[config.mk]
export PLATFORM = sky130hd
export DESIGN_NAME = up_down_sweep_ctrl
export DESIGN_NICKNAME = d
export VERILOG_FILES = /design/src/rtl/up_down_sweep_ctrl_pkg.sv /design/src/rtl/up_down_sweep_ctrl.sv
export SDC_FILE = /design/constraint.sdc
export NUM_CORES = 1
export LEC_CHECK = 0
export ABC_AREA = 1
export ABC_CLOCK_PERIOD_IN_PS = 3600
export CAP_MARGIN = 25
export CORE_ASPECT_RATIO = 0.6
export CORE_UTILIZATION = 43
export DETAILED_ROUTE_END_ITERATION = 8
export HOLD_SLACK_MARGIN = 0.05
export PLACE_DENSITY = 0.64
export SLEW_MARGIN = 20
export SYNTH_ARGS = -nofsm -noshare
export SYNTH_HDL_FRONTEND = slang
export SYNTH_SLANG_ARGS = --single-unit
[constraint.sdc]
create_clock -name clk -period 3.6 [get_ports clk]
set_input_delay 0.9 -clock clk [delete_from_list [all_inputs] [get_ports clk]]
set_output_delay 0.9 -clock clk [all_outputs]
set_load 0.02 [all_outputs]
[src/rtl/up_down_sweep_ctrl_pkg.sv]
// -----------------------------------------------------------------------------
// up_down_sweep_ctrl_pkg
//
// Shared definitions for the up/down sweep controller and its counter:
//   - default counter and half-sweep counter widths
//   - direction encodings matching the up_down input of up_down_counter
//   - sweep state enumeration
// -----------------------------------------------------------------------------
package up_down_sweep_ctrl_pkg;

    localparam int CNT_WIDTH_DEF = 3;
    localparam int SWP_WIDTH_DEF = 4;

    localparam logic DIR_UP   = 1'b1;
    localparam logic DIR_DOWN = 1'b0;

    typedef enum logic [1:0] {
        ST_IDLE = 2'd0,
        ST_LOAD = 2'd1,
        ST_UP   = 2'd2,
        ST_DOWN = 2'd3
    } sweep_state_t;

endpackage : up_down_sweep_ctrl_pkg

[src/rtl/up_down_sweep_ctrl.sv]
// -----------------------------------------------------------------------------
// up_down_sweep_ctrl
//
// Sequencer that makes an external up_down_counter sweep lo -> hi -> lo ...
// for a programmed number of half-sweeps (or continuously when the count is
// zero) and parks the counter with a continuous load whenever idle, since the
// counter itself has no enable.
//
// Ports:
//   clk          in   clock
//   reset_n      in   asynchronous active-low reset
//   start        in   one-cycle request, begins a sweep when idle
//   abort        in   one-cycle request, terminates an active sweep
//   lo_bound     in   lower sweep bound (unsigned)
//   hi_bound     in   upper sweep bound (unsigned)
//   num_sweeps   in   half-sweeps to run, 0 = continuous
//   counter_out  in   feedback from the counter
//   load         out  counter load strobe
//   up_down      out  counter direction, 1 = up
//   counter_in   out  counter load value (park value while idle)
//   busy         out  sweep active
//   done         out  one-cycle pulse on normal completion
//   cfg_err      out  one-cycle pulse when a start is rejected (lo >= hi)
//
// All outputs are registered.
// -----------------------------------------------------------------------------
module up_down_sweep_ctrl
    import up_down_sweep_ctrl_pkg::*;
#(
    parameter int CNT_WIDTH = CNT_WIDTH_DEF,
    parameter int SWP_WIDTH = SWP_WIDTH_DEF
) (
    input  logic                 clk,
    input  logic                 reset_n,
    input  logic                 start,
    input  logic                 abort,
    input  logic [CNT_WIDTH-1:0] lo_bound,
    input  logic [CNT_WIDTH-1:0] hi_bound,
    input  logic [SWP_WIDTH-1:0] num_sweeps,
    input  logic [CNT_WIDTH-1:0] counter_out,
    output logic                 load,
    output logic                 up_down,
    output logic [CNT_WIDTH-1:0] counter_in,
    output logic                 busy,
    output logic                 done,
    output logic                 cfg_err
);

    localparam logic [CNT_WIDTH-1:0] CNT_ONE  = {{(CNT_WIDTH-1){1'b0}}, 1'b1};
    localparam logic [CNT_WIDTH-1:0] CNT_ZERO = '0;
    localparam logic [SWP_WIDTH-1:0] SWP_ONE  = {{(SWP_WIDTH-1){1'b0}}, 1'b1};
    localparam logic [SWP_WIDTH-1:0] SWP_ZERO = '0;

    // Control state
    sweep_state_t         state_q,      state_d;
    logic                 load_q,       load_d;
    logic                 up_down_q,    up_down_d;
    logic [CNT_WIDTH-1:0] counter_in_q, counter_in_d;
    logic                 busy_q,       busy_d;
    logic                 done_q,       done_d;
    logic                 cfg_err_q,    cfg_err_d;
    logic [SWP_WIDTH-1:0] hs_cnt_q,     hs_cnt_d;

    // Captured sweep configuration (only meaningful after a start)
    logic [CNT_WIDTH-1:0] lo_q,  lo_d;
    logic [CNT_WIDTH-1:0] hi_q,  hi_d;
    logic [SWP_WIDTH-1:0] num_q, num_d;

    logic [SWP_WIDTH-1:0] hs_next;
    logic                 continuous;
    logic                 last_half;
    logic                 at_turn_up;
    logic                 at_turn_down;

    assign hs_next    = hs_cnt_q + SWP_ONE;
    assign continuous = (num_q == SWP_ZERO);
    assign last_half  = !continuous && (hs_next == num_q);

    // The counter moves one step per edge, so turning around when it is one
    // step short of a bound makes it dwell exactly one cycle on that bound.
    assign at_turn_up   = (counter_out == (hi_q - CNT_ONE));
    assign at_turn_down = (counter_out == (lo_q + CNT_ONE));

    always_comb begin
        state_d      = state_q;
        load_d       = load_q;
        up_down_d    = up_down_q;
        counter_in_d = counter_in_q;
        busy_d       = busy_q;
        done_d       = 1'b0;
        cfg_err_d    = 1'b0;
        hs_cnt_d     = hs_cnt_q;
        lo_d         = lo_q;
        hi_d         = hi_q;
        num_d        = num_q;

        case (state_q)
            ST_IDLE: begin
                // Keep reloading the park value so the counter cannot drift.
                load_d = 1'b1;
                busy_d = 1'b0;
                if (start && !abort) begin
                    if (lo_bound < hi_bound) begin
                        lo_d         = lo_bound;
                        hi_d         = hi_bound;
                        num_d        = num_sweeps;
                        hs_cnt_d     = SWP_ZERO;
                        counter_in_d = lo_bound;
                        up_down_d    = DIR_UP;
                        busy_d       = 1'b1;
                        state_d      = ST_LOAD;
                    end else begin
                        cfg_err_d = 1'b1;
                    end
                end
            end

            ST_LOAD: begin
                // counter_out still shows the old park value here; the load
                // of lo lands on this edge, so counting starts next cycle.
                load_d  = 1'b0;
                state_d = ST_UP;
            end

            ST_UP: begin
                if (at_turn_up) begin
                    up_down_d = DIR_DOWN;
                    state_d   = ST_DOWN;
                    if (!continuous) begin
                        hs_cnt_d = hs_next;
                    end
                    if (last_half) begin
                        load_d       = 1'b1;
                        counter_in_d = hi_q;
                        done_d       = 1'b1;
                        busy_d       = 1'b0;
                        state_d      = ST_IDLE;
                    end
                end
            end

            ST_DOWN: begin
                if (at_turn_down) begin
                    up_down_d = DIR_UP;
                    state_d   = ST_UP;
                    if (!continuous) begin
                        hs_cnt_d = hs_next;
                    end
                    if (last_half) begin
                        load_d       = 1'b1;
                        counter_in_d = lo_q;
                        done_d       = 1'b1;
                        busy_d       = 1'b0;
                        state_d      = ST_IDLE;
                    end
                end
            end

            default: begin
                load_d       = 1'b1;
                counter_in_d = CNT_ZERO;
                busy_d       = 1'b0;
                state_d      = ST_IDLE;
            end
        endcase

        // Abort wins over any turnaround or completion in the same cycle and
        // parks the counter at the captured lower bound.
        if (abort && (state_q != ST_IDLE)) begin
            load_d       = 1'b1;
            counter_in_d = lo_q;
            busy_d       = 1'b0;
            done_d       = 1'b0;
            state_d      = ST_IDLE;
        end
    end

    always_ff @(posedge clk or negedge reset_n) begin
        if (!reset_n) begin
            state_q      <= ST_IDLE;
            load_q       <= 1'b1;
            up_down_q    <= DIR_DOWN;
            counter_in_q <= CNT_ZERO;
            busy_q       <= 1'b0;
            done_q       <= 1'b0;
            cfg_err_q    <= 1'b0;
            hs_cnt_q     <= SWP_ZERO;
        end else begin
            state_q      <= state_d;
            load_q       <= load_d;
            up_down_q    <= up_down_d;
            counter_in_q <= counter_in_d;
            busy_q       <= busy_d;
            done_q       <= done_d;
            cfg_err_q    <= cfg_err_d;
            hs_cnt_q     <= hs_cnt_d;
        end
    end

    // Configuration copies are pure data, written only when a sweep starts.
    always_ff @(posedge clk) begin
        lo_q  <= lo_d;
        hi_q  <= hi_d;
        num_q <= num_d;
    end

    assign load       = load_q;
    assign up_down    = up_down_q;
    assign counter_in = counter_in_q;
    assign busy       = busy_q;
    assign done       = done_q;
    assign cfg_err    = cfg_err_q;

endmodule : up_down_sweep_ctrl

==> results of run 1 <==
[worst paths after layout]
path / slack [ps] / depth (start not counted) / end
max reg2reg: 1710 / 12 / busy
min reg2reg: 480 / 2 / counter_in[0]
max in group asynchronous: 2140 / 1 / up_down
min: 480 / 2 / counter_in[0]
max: 950 / 8 / lo_q[1]
min in group asynchronous: 1040 / 1 / counter_in[0]
[routing by layer]
metal | vias up | wire length (µm) | track usage (%)
met5 | - | 0 | 0
met4 | 0 | 12 | 3.85
met3 | 4 | 158 | 3.96
met2 | 39 | 1220 | 31.3
met1 | 540 | 1680 | 27.9
li1 | 654 | - | -
[cell type report]
| class | count | area, µm² |
|---|---|---|
| Multi-Input combinational cell | 133 | 641 |
| Timing Repair Buffer | 24 | 240 |
| Inverter | 30 | 113 |
| Fill cell | 286 | 1250 |
| Clock buffer | 4 | 55.1 |
| Sequential cell | 24 | 652 |
| Tap cell | 42 | 52.6 |
[cell families (layout without fill, tap and decap cells)]
kind of cell / count (synthesis) / count (layout) / share of synthesized area [%]
DFF: 24 / 24 / 46.1
AOI/OAI and AO/OA: 12 / 12 / 4.96
and+or+nand+nor: 115 / 115 / 35.3
adders and majority gates: 5 / 5 / 4.43
xor gates and xnor gates: 1 / 1 / 0.620
buffers and inverters: 31 / 58 / 8.50
[critical path, stage by stage]
cell and delay, ps:
clkdlybuf4s50_1 470, inv_1 40, ha_1 290, a21oi_1 180, nand2_1 130, nor2_1 100, nand2_1 120, inv_1 330
[sequential cells by signal (all words and copies together), names as in the netlist]
signal,flops
hs_cnt_q,4
num_q,4
counter_in,3
hi_q,3
lo_q,3
state_q,2
busy,1
cfg_err,1
done,1
load,1
up_down,1
[placed cells by master, fill, tap and decap left out]
cell type,n
nand2_1,74
nor2_1,10
dfrtp_1,13
inv_1,25
clkbuf_8,4
a21oi_1,2
xnor2_1,1
nand4_1,5
nand3_1,16
o21ai_2,1
o21ai_1,6
inv_2,4
o21ai_0,1
nor2_2,3
ha_1,5
clkdlybuf4s50_1,24
edfxtp_1,10
nand3b_1,1
a211oi_1,1
a21oi_2,1
dfstp_2,1
nand2_2,4
nand3_2,1
clkinv_1,1
nand2_4,1
[stage by stage]
stage | total power, W | instance area (µm²)
after floorplan | 0.000807 | 1410
after global placement | 0.000969 | 1700
after detailed placement | 0.000981 | 1700
after CTS | 0.00116 | 1750
after global routing | 0.00125 | 1750
final | 0.00115 | 1750
[power breakdown]
group	switching [W]	leakage [nW]	internal, W
clock network	0.0000814	0.0288	0.0000975
logic	0.000327	0.572	0.000209
registers	0.0000777	0.270	0.000359
==> reports/metrics.cfg, run 1 <==
[run_status]
status=finished clean

[setup_path]
cp-start-kind=primary input
critPathRequiredTime_ps=3530
timing.rr.start=lo_q[0]
worstSetupStartpoint=hi_bound[2]
crit_path_end_kind=flop
arrival_ps=2570
path_class=primary input to flop
cp_max_fo=10

[final_layout]
layout-drive-gt1-share_pct=9.30
final_cells=257
synthToLayoutAreaGrowth_pct=24.1
num-nets-final=238
diodes=0
post-route-util_pct=58.4

[clock_network]
cts_setup_buffers=0
cts_buffers=3
cts_hold_buf=0
cts_max_level=1
path_clk_slew_ps=80
cts_buffer_depth=2
cts-root-buf=clkbuf_8
ctsResizeCount=0
cts_sinks=24
cts_tree=yes
clk-insertion-delay-late_ps=260

[timing]
worst_slack_ps=955
whs_ps=483
hold_viol_final=0
period_needed_ps=2650
finClkSkew_ps=1.29
max_freq_mhz=378
rsz0062_at_grt=false
worstMarginPinSlew_ps=665
finalCritPeriodShare_pct=73.5
slew_headroom_pct=55.5
finalSetupTns_ps=0
finalSetupViolCount=0
finalMaxSlewViolations=0

[logic_synthesis]
synth_warnings=0
synthCells=188
syn-num-nets=210
yosys.area.top_type_share_pct=23.0
synthTopCellsByArea=dfrtp_1 23%, edfxtp_1 21%, nand2_1 20%
synthArstFlopShare_pct=58.3
seq_area_frac_synth_pct=46.1
synth-edff-count=10
synth_area_per_cell_um2=7.51
yosysUniqueCellTypes=24
synthFlopType=dfrtp_1
synth_common_cells=74 x nand2_1, 25 x inv_1, 16 x nand3_1, 13 x dfrtp_1
synth_area_um2=1410
yosys.area.top_type=dfrtp_1
yosysMostFrequentCell=nand2_1
ys_ff_latch=24

[route]
first_pass_iters=6
ant_nets=0
finalWirelength_mm=3.06
wl_per_cell_um=11.9
drt_iter0_drc=109
drc=0
viasPerCell=4.81
vias=1237

[global_route]
first_global_vias=1083
grt_pass1_wl_mm=5.16
grt_overflow=0
grt_usage_pct=19.5
antenna_found_initial=0
grt_max_degree=15

[flow_run]
maxCapViolations=0

[worst_hold_path]
hold_class=flop to flop
hp-start=counter_in[0]

[floorplanning]
io_pins=25
core_area_um2=3000
start_util_pct=47.0
fp.dieW_um=76.0
rows=15
die_h_um=46.4
dieArea_um2=3530

[placement]
hpwlAfterDp_mm=2.53
post-place-ws_ps=695
numPortBuffers=24
dp.cells=253
place_congestion=0.824

[power]
power_density_nw_per_um2=657
p_leak_nw=0.871
peakVddDrop_mv=0.259

Note: power is estimated with default switching activity, not from simulation.
==> run 2: changes to the inputs <==
--- a/config.mk
+++ b/config.mk
@@ -6,13 +6,13 @@
 export NUM_CORES = 1
 export LEC_CHECK = 0
 export ABC_AREA = 1
-export ABC_CLOCK_PERIOD_IN_PS = 3600
+export ABC_CLOCK_PERIOD_IN_PS = 2400
 export CAP_MARGIN = 25
 export CORE_ASPECT_RATIO = 0.6
 export CORE_UTILIZATION = 43
 export DETAILED_ROUTE_END_ITERATION = 8
 export HOLD_SLACK_MARGIN = 0.05
-export PLACE_DENSITY = 0.64
+export PLACE_DENSITY = 0.67
 export SLEW_MARGIN = 20
 export SYNTH_ARGS = -nofsm -noshare
 export SYNTH_HDL_FRONTEND = slang
==> constraint.sdc (replaced) <==
create_clock -name clk -period 2.4 [get_ports clk]
set_input_delay 0.6 -clock clk [delete_from_list [all_inputs] [get_ports clk]]
set_output_delay 0.6 -clock clk [all_outputs]
set_load 0.02 [all_outputs]
==> run 2 against run 1 <==
Design area increased by 3.1%. Worst hold slack worse by 12 ps. Non-clock buffer count grew 4.
==> reports/metrics.cfg, run 2 (same netlist as run 1, synthesis figures left out) <==
[floorplanning]
die_h_um=46.4  ; unchanged
io_pins=25  ; unchanged
dieArea_um2=3530  ; unchanged
start_util_pct=47.0  ; unchanged
rows=15  ; unchanged
core_area_um2=3000  ; unchanged
fp.dieW_um=76.0  ; unchanged

[clock_network]
cts_buffers=3  ; unchanged
cts_max_level=1  ; unchanged
cts_sinks=24  ; unchanged
cts_buffer_depth=2  ; unchanged
path_clk_slew_ps=80  ; about the same
cts_tree=yes  ; unchanged
cts_hold_buf=0  ; unchanged
clk-insertion-delay-late_ps=270  ; was 260 ps
cts_setup_buffers=0  ; unchanged
cts-root-buf=clkbuf_8  ; unchanged
ctsResizeCount=0  ; unchanged

[timing]
finalMaxSlewViolations=0  ; unchanged
worstMarginPinSlew_ps=588  ; was 665 ps
finalSetupViolCount=0  ; unchanged
finalCritPeriodShare_pct=88.3
slew_headroom_pct=60.7  ; was 55.5%
max_freq_mhz=472
finalSetupTns_ps=0  ; unchanged
rsz0062_at_grt=false  ; unchanged
period_needed_ps=2120
finClkSkew_ps=1.57  ; was 1.29 ps
hold_viol_final=0  ; unchanged
whs_ps=471  ; was 483 ps

[route]
vias=1250  ; was 1,237
viasPerCell=4.79  ; was 4.81
ant_nets=0  ; unchanged
first_pass_iters=4  ; was 6
wl_per_cell_um=11.1  ; was 11.9 µm
drt_iter0_drc=109  ; unchanged
drc=0  ; unchanged
finalWirelength_mm=2.91  ; was 3.06 mm

[final_layout]
reg_top3=hs_cnt_q x4, num_q x4  ; unchanged
layout-drive-gt1-share_pct=11.0  ; was 9.30%
num-fill-cells=270  ; was 286
post-route-util_pct=60.2  ; was 58.4%
final_cells=261  ; was 257
multi_input_area_um2=641  ; unchanged
mostFrequentLayoutCells=74 x nand2_1, 25 x inv_1, 24 x clkdlybuf4s50_1  ; unchanged
num-nets-final=242  ; was 238
synthToLayoutAreaGrowth_pct=27.9  ; was 24.1%
regArea_um2=652  ; unchanged
final_common_cell=nand2_1  ; unchanged
diodes=0  ; unchanged

[run_status]
status=finished clean  ; unchanged

[power]
power_density_nw_per_um2=991  ; was 657 nW/µm²
p_leak_nw=0.898  ; was 0.871 nW
peakVddDrop_mv=0.400  ; was 0.259 mV

[global_route]
grt_overflow=0  ; unchanged
grt_pass1_wl_mm=5.22  ; was 5.16 mm
grt_usage_pct=20.3  ; was 19.5%
grt_max_degree=15  ; unchanged
antenna_found_initial=0  ; unchanged
first_global_vias=1105  ; was 1,083

[setup_path]
arrival_ps=2330  ; was 2570 ps
cp-start-kind=primary input  ; unchanged
critPathRequiredTime_ps=2610  ; was 3530 ps
path_class=primary input to flop  ; unchanged
crit_path_end_kind=flop  ; unchanged
cp_max_fo=4  ; was 10

[flow_run]
maxCapViolations=0  ; unchanged

[placement]
place_congestion=0.869  ; was 0.824
numPortBuffers=24  ; unchanged
dp.cells=257  ; was 253
hpwlAfterDp_mm=2.37  ; was 2.53 mm

[worst_hold_path]
hold_class=flop to flop  ; unchanged

==> run 2: routing by layer <==
| layer | part of all wire, % | vias up | track usage (%) |
|---|---|---|---|
| met5 | 0 | - | 0 |
| met4 | 1.8 | 0 | 9.23 |
| met3 | 6.9 | 5 | 5.74 |
| met2 | 37 | 39 | 27.8 |
| met1 | 54 | 550 | 29.5 |
| li1 | - | 656 | - |
==> run 2: path summary, 6_finish.rpt <==
| kind | start | endpoint | slack (ps) | cells past startpoint |
|---|---|---|---|---|
| max | hi_bound[2] | hs_cnt_q[3] | 280 | 11 |
| min | load | load | 470 | 2 |
| max reg2reg | lo_q[0] | counter_in[2] | 560 | 12 |
| min reg2reg | load | load | 470 | 2 |
| max in group asynchronous | reset_n | up_down | 1330 | 1 |
| min in group asynchronous | reset_n | counter_in[2] | 690 | 1 |
==> run 2: per-stage QoR <==
step                cell area, µm²  setup slack (ps)  total power, W
floorplan                     1410               516         0.00121
global placement              1740              51.5         0.00147
detailed placement            1740             -10.4         0.00148
CTS                           1810               285         0.00180
global route                  1810               155         0.00195
finish                        1810               280         0.00179
==> run 2: layout make-up <==
class / count / area share (%)
flip-flops and latches: 24 / 36.1
multi-input cells: 133 / 35.5
repair buffers: 28 / 15.7
inverters: 30 / 6.23
clock buffers: 4 / 3.67
well taps: 42 / 2.91
==> run 2: power by group <==
| part | switching (W) | leakage, nW | internal, W |
|---|---|---|---|
| clock network | 0.000132 | 0.0339 | 0.000181 |
| logic | 0.000494 | 0.594 | 0.000334 |
| registers | 0.000111 | 0.270 | 0.000538 |
| total | 0.000737 | 0.898 | 0.00105 |
==> run 2: critical path: stages <==
cell and delay (ps):
clkdlybuf4s50_1 470, inv_1 40, ha_1 280, a21oi_1 140
nand2_1 120, nor2_1 110, nand2_1 70, buf_4 150
a21oi_2 190, nand2_1 70, o21ai_1 70
==> run 3: changes to the inputs <==
--- a/config.mk
+++ b/config.mk
@@ -5,7 +5,6 @@
 export SDC_FILE = /design/constraint.sdc
 export NUM_CORES = 1
 export LEC_CHECK = 0
-export ABC_AREA = 1
 export ABC_CLOCK_PERIOD_IN_PS = 2400
 export CAP_MARGIN = 25
 export CORE_ASPECT_RATIO = 0.6
@@ -17,3 +16,4 @@
 export SYNTH_ARGS = -nofsm -noshare
 export SYNTH_HDL_FRONTEND = slang
 export SYNTH_SLANG_ARGS = --single-unit
+export TNS_END_PERCENT = 10
==> run 3 against run 2 <==
Design area rose by 1.8%. Routed wire length is 8.0% higher. Clock power increased by 14%. Sequential power about the same. First-iteration DRC count shrank 61%. Area after synthesis decreased by 1.5%. Global-route usage is 0.35 points higher. Critical path type unchanged. Largest power group unchanged. Highest routed layer unchanged.
==> reports/metrics.cfg, run 3 <==
[global_route]
grt_usage_pct=20.6  ; was 20.3%
first_global_vias=1015  ; was 1,105
grt_max_degree=26  ; was 15
grt_pass1_wl_mm=5.03  ; was 5.22 mm
antenna_found_initial=0  ; unchanged
grt_overflow=0  ; unchanged

[timing]
finalMaxSlewViolations=0  ; unchanged
finalCritPeriodShare_pct=97.1  ; was 88.3%
hold_viol_final=0  ; unchanged
finClkSkew_ps=3.20  ; was 1.57 ps
worstMarginPinSlew_ps=626  ; was 588 ps
whs_ps=478  ; was 471 ps
rsz0062_at_grt=false  ; unchanged
slew_headroom_pct=58.2  ; was 60.7%
finalSetupTns_ps=0  ; unchanged
max_freq_mhz=429  ; was 472 MHz
worst_slack_ps=70.6  ; was 280 ps
finalSetupViolCount=0  ; unchanged
period_needed_ps=2330  ; was 2120 ps

[run_status]
status=finished clean  ; unchanged

[logic_synthesis]
yosys.area.top_type=dfrtp_1  ; unchanged
synth-edff-count=10  ; unchanged
yosysUniqueCellTypes=38  ; was 24
synthFlopType=dfrtp_1  ; unchanged
ys_ff_latch=24  ; unchanged
synthArstFlopShare_pct=58.3  ; unchanged
synth_area_per_cell_um2=11.0  ; was 7.51 µm²
synthCells=126  ; was 188
synthTopCellsByArea=dfrtp_1 23%, edfxtp_1 22%, ha_1 4.5%  ; was dfrtp_1 23%, edfxtp_1 21%, nand2_1 20%
syn-num-nets=148  ; was 210
synth_warnings=0  ; unchanged
seq_area_frac_synth_pct=46.9  ; was 46.1%
synth_common_cells=13 x dfrtp_1, 10 x edfxtp_1, 9 x o21ai_0, 8 x a21oi_1  ; was 74 x nand2_1, 25 x inv_1, 16 x nand3_1, 13 x dfrtp_1
yosysMostFrequentCell=dfrtp_1  ; was nand2_1
yosys.area.top_type_share_pct=23.4  ; was 23.0%
synth_area_um2=1390  ; was 1410 µm²

[floorplanning]
die_h_um=46.1  ; was 46.4 µm
dieArea_um2=3470  ; was 3530 µm²
rows=15  ; unchanged
io_pins=25  ; unchanged
core_area_um2=2970  ; was 3000 µm²
start_util_pct=46.9  ; was 47.0%
fp.dieW_um=75.4  ; was 76.0 µm

[final_layout]
synthToLayoutAreaGrowth_pct=32.2  ; was 27.9%
diodes=0  ; unchanged
final_common_cell=clkdlybuf4s50_1  ; was nand2_1
num-nets-final=184  ; was 242
regArea_um2=652  ; unchanged
reg_top3=hs_cnt_q x4, num_q x4  ; unchanged
num-fill-cells=259  ; was 270
multi_input_area_um2=718  ; was 641 µm²
final_cells=203  ; was 261
mostFrequentLayoutCells=24 x clkdlybuf4s50_1, 13 x dfrtp_1, 12 x buf_4  ; was 74 x nand2_1, 25 x inv_1, 24 x clkdlybuf4s50_1
fin_area_um2=1840  ; was 1810 µm²
layout-drive-gt1-share_pct=15.5  ; was 11.0%

[placement]
numPortBuffers=24  ; unchanged
hpwlAfterDp_mm=2.39  ; was 2.37 mm
place_congestion=0.799  ; was 0.869
post-place-ws_ps=-183  ; was -10.4 ps
placed_area_um2=1760  ; was 1740 µm²
dp.cells=199  ; was 257

[worst_hold_path]
holdPathStages=2  ; unchanged
hold_class=flop to flop  ; unchanged
hp-start=load  ; unchanged
hold_path_end=load  ; unchanged

[clock_network]
cts_max_level=1  ; unchanged
cts_buffer_depth=2  ; unchanged
cts-root-buf=clkbuf_8  ; unchanged
path_clk_slew_ps=90  ; was 80 ps
cts_buffers=3  ; unchanged
clk-insertion-delay-late_ps=270  ; about the same
cts_hold_buf=0  ; unchanged
cts_sinks=24  ; unchanged
cts_setup_buffers=0  ; unchanged
cts_tree=yes  ; unchanged

[setup_path]
rrSetupSlack_ps=260  ; was 560 ps
path_class=primary input to flop  ; unchanged
r2r_end=counter_in[0]  ; was counter_in[2]
arrival_ps=2490  ; was 2330 ps
r2r_cells=6  ; was 12
cp_max_fo=3  ; was 4
timing.rr.start=hs_cnt_q[0]  ; was lo_q[0]
cp-start-kind=primary input  ; unchanged
crit_path_end_kind=flop  ; unchanged
critPathRequiredTime_ps=2560  ; was 2610 ps

[route]
first_pass_iters=4  ; unchanged
viasPerCell=5.50  ; was 4.79
wl_per_cell_um=15.5  ; was 11.1 µm
drt_iter0_drc=42  ; was 109
drc=0  ; unchanged
ant_nets=0  ; unchanged
vias=1117  ; was 1,250
finalWirelength_mm=3.14  ; was 2.91 mm

[power]
peakVddDrop_mv=0.689  ; was 0.400 mV
power_density_nw_per_um2=1080  ; was 991 nW/µm²
p_leak_nw=0.773  ; was 0.898 nW

[flow_run]
maxCapViolations=0  ; unchanged

[run 3: how the worst max path moves through the flow]
stage | start | endpoint | depth (start not counted)
after detailed placement | hi_bound[2] | hs_cnt_q[3] | 8
final | hi_bound[2] | counter_in[0] | 8
after CTS | hi_bound[2] | hs_cnt_q[3] | 8
after global routing | hi_bound[2] | counter_in[0] | 8
after floorplan | hi_bound[2] | hs_cnt_q[3] | 7
after global placement | hi_bound[2] | counter_in[0] | 8
[run 3: cells by family after synthesis]
kind of cell               share of synthesized area [%]
adders and majority gates                           4.50
and+or+nand+nor                                     15.3
buffers and inverters                               2.61
muxes                                               2.70
xor gates and xnor gates                            8.90
AOI/OAI and AO/OA                                   19.2
DFF                                                 46.9
[run 3: stage by stage]
stage                     power (W)  utilization [%]
after global routing        0.00210             62.0
final                       0.00198             62.0
after CTS                   0.00199             61.9
after floorplan             0.00129                -
after global placement      0.00158             59.5
after detailed placement    0.00161             59.5
[run 3: cell type report]
| type | count | area share, % |
|---|---|---|
| Multi-Input combinational cell | 93 | 39.0 |
| Sequential cell | 24 | 35.4 |
| Clock inverter | 1 | 1.63 |
| Inverter | 4 | 0.816 |
| Timing Repair Buffer | 36 | 18.0 |
| Tap cell | 42 | 2.86 |
| Clock buffer | 3 | 2.24 |
[run 3: critical path, cell delays in order]
cell	delay, ps
clkdlybuf4s50_1	470
inv_1	40
ha_1	300
nand2_1	90
o211ai_1	360
nand2_1	170
o221ai_4	110
mux2_1	350
[run 3: what timing repair did]
| action | in CTS | in global routing |
|---|---|---|
| resized for setup | 0 | 2 |
| endpoints found under the setup margin | 0 | 6 |
| hold endpoints to repair | 0 | 0 |
[run 3: power breakdown]
| group | internal [W] | switching (W) |
|---|---|---|
| clock | 0.000223 | 0.000135 |
| combinational | 0.000466 | 0.000504 |
| sequential | 0.000545 | 0.000106 |
| total | 0.00123 | 0.000745 |
[run 3: per-layer routing]
metal / GRT usage, % / wire length (µm)
met5: 0 / 0
met2: 29.3 / 1240
met3: 4.60 / 180
met1: 31.9 / 1690
met4: 4.44 / 29
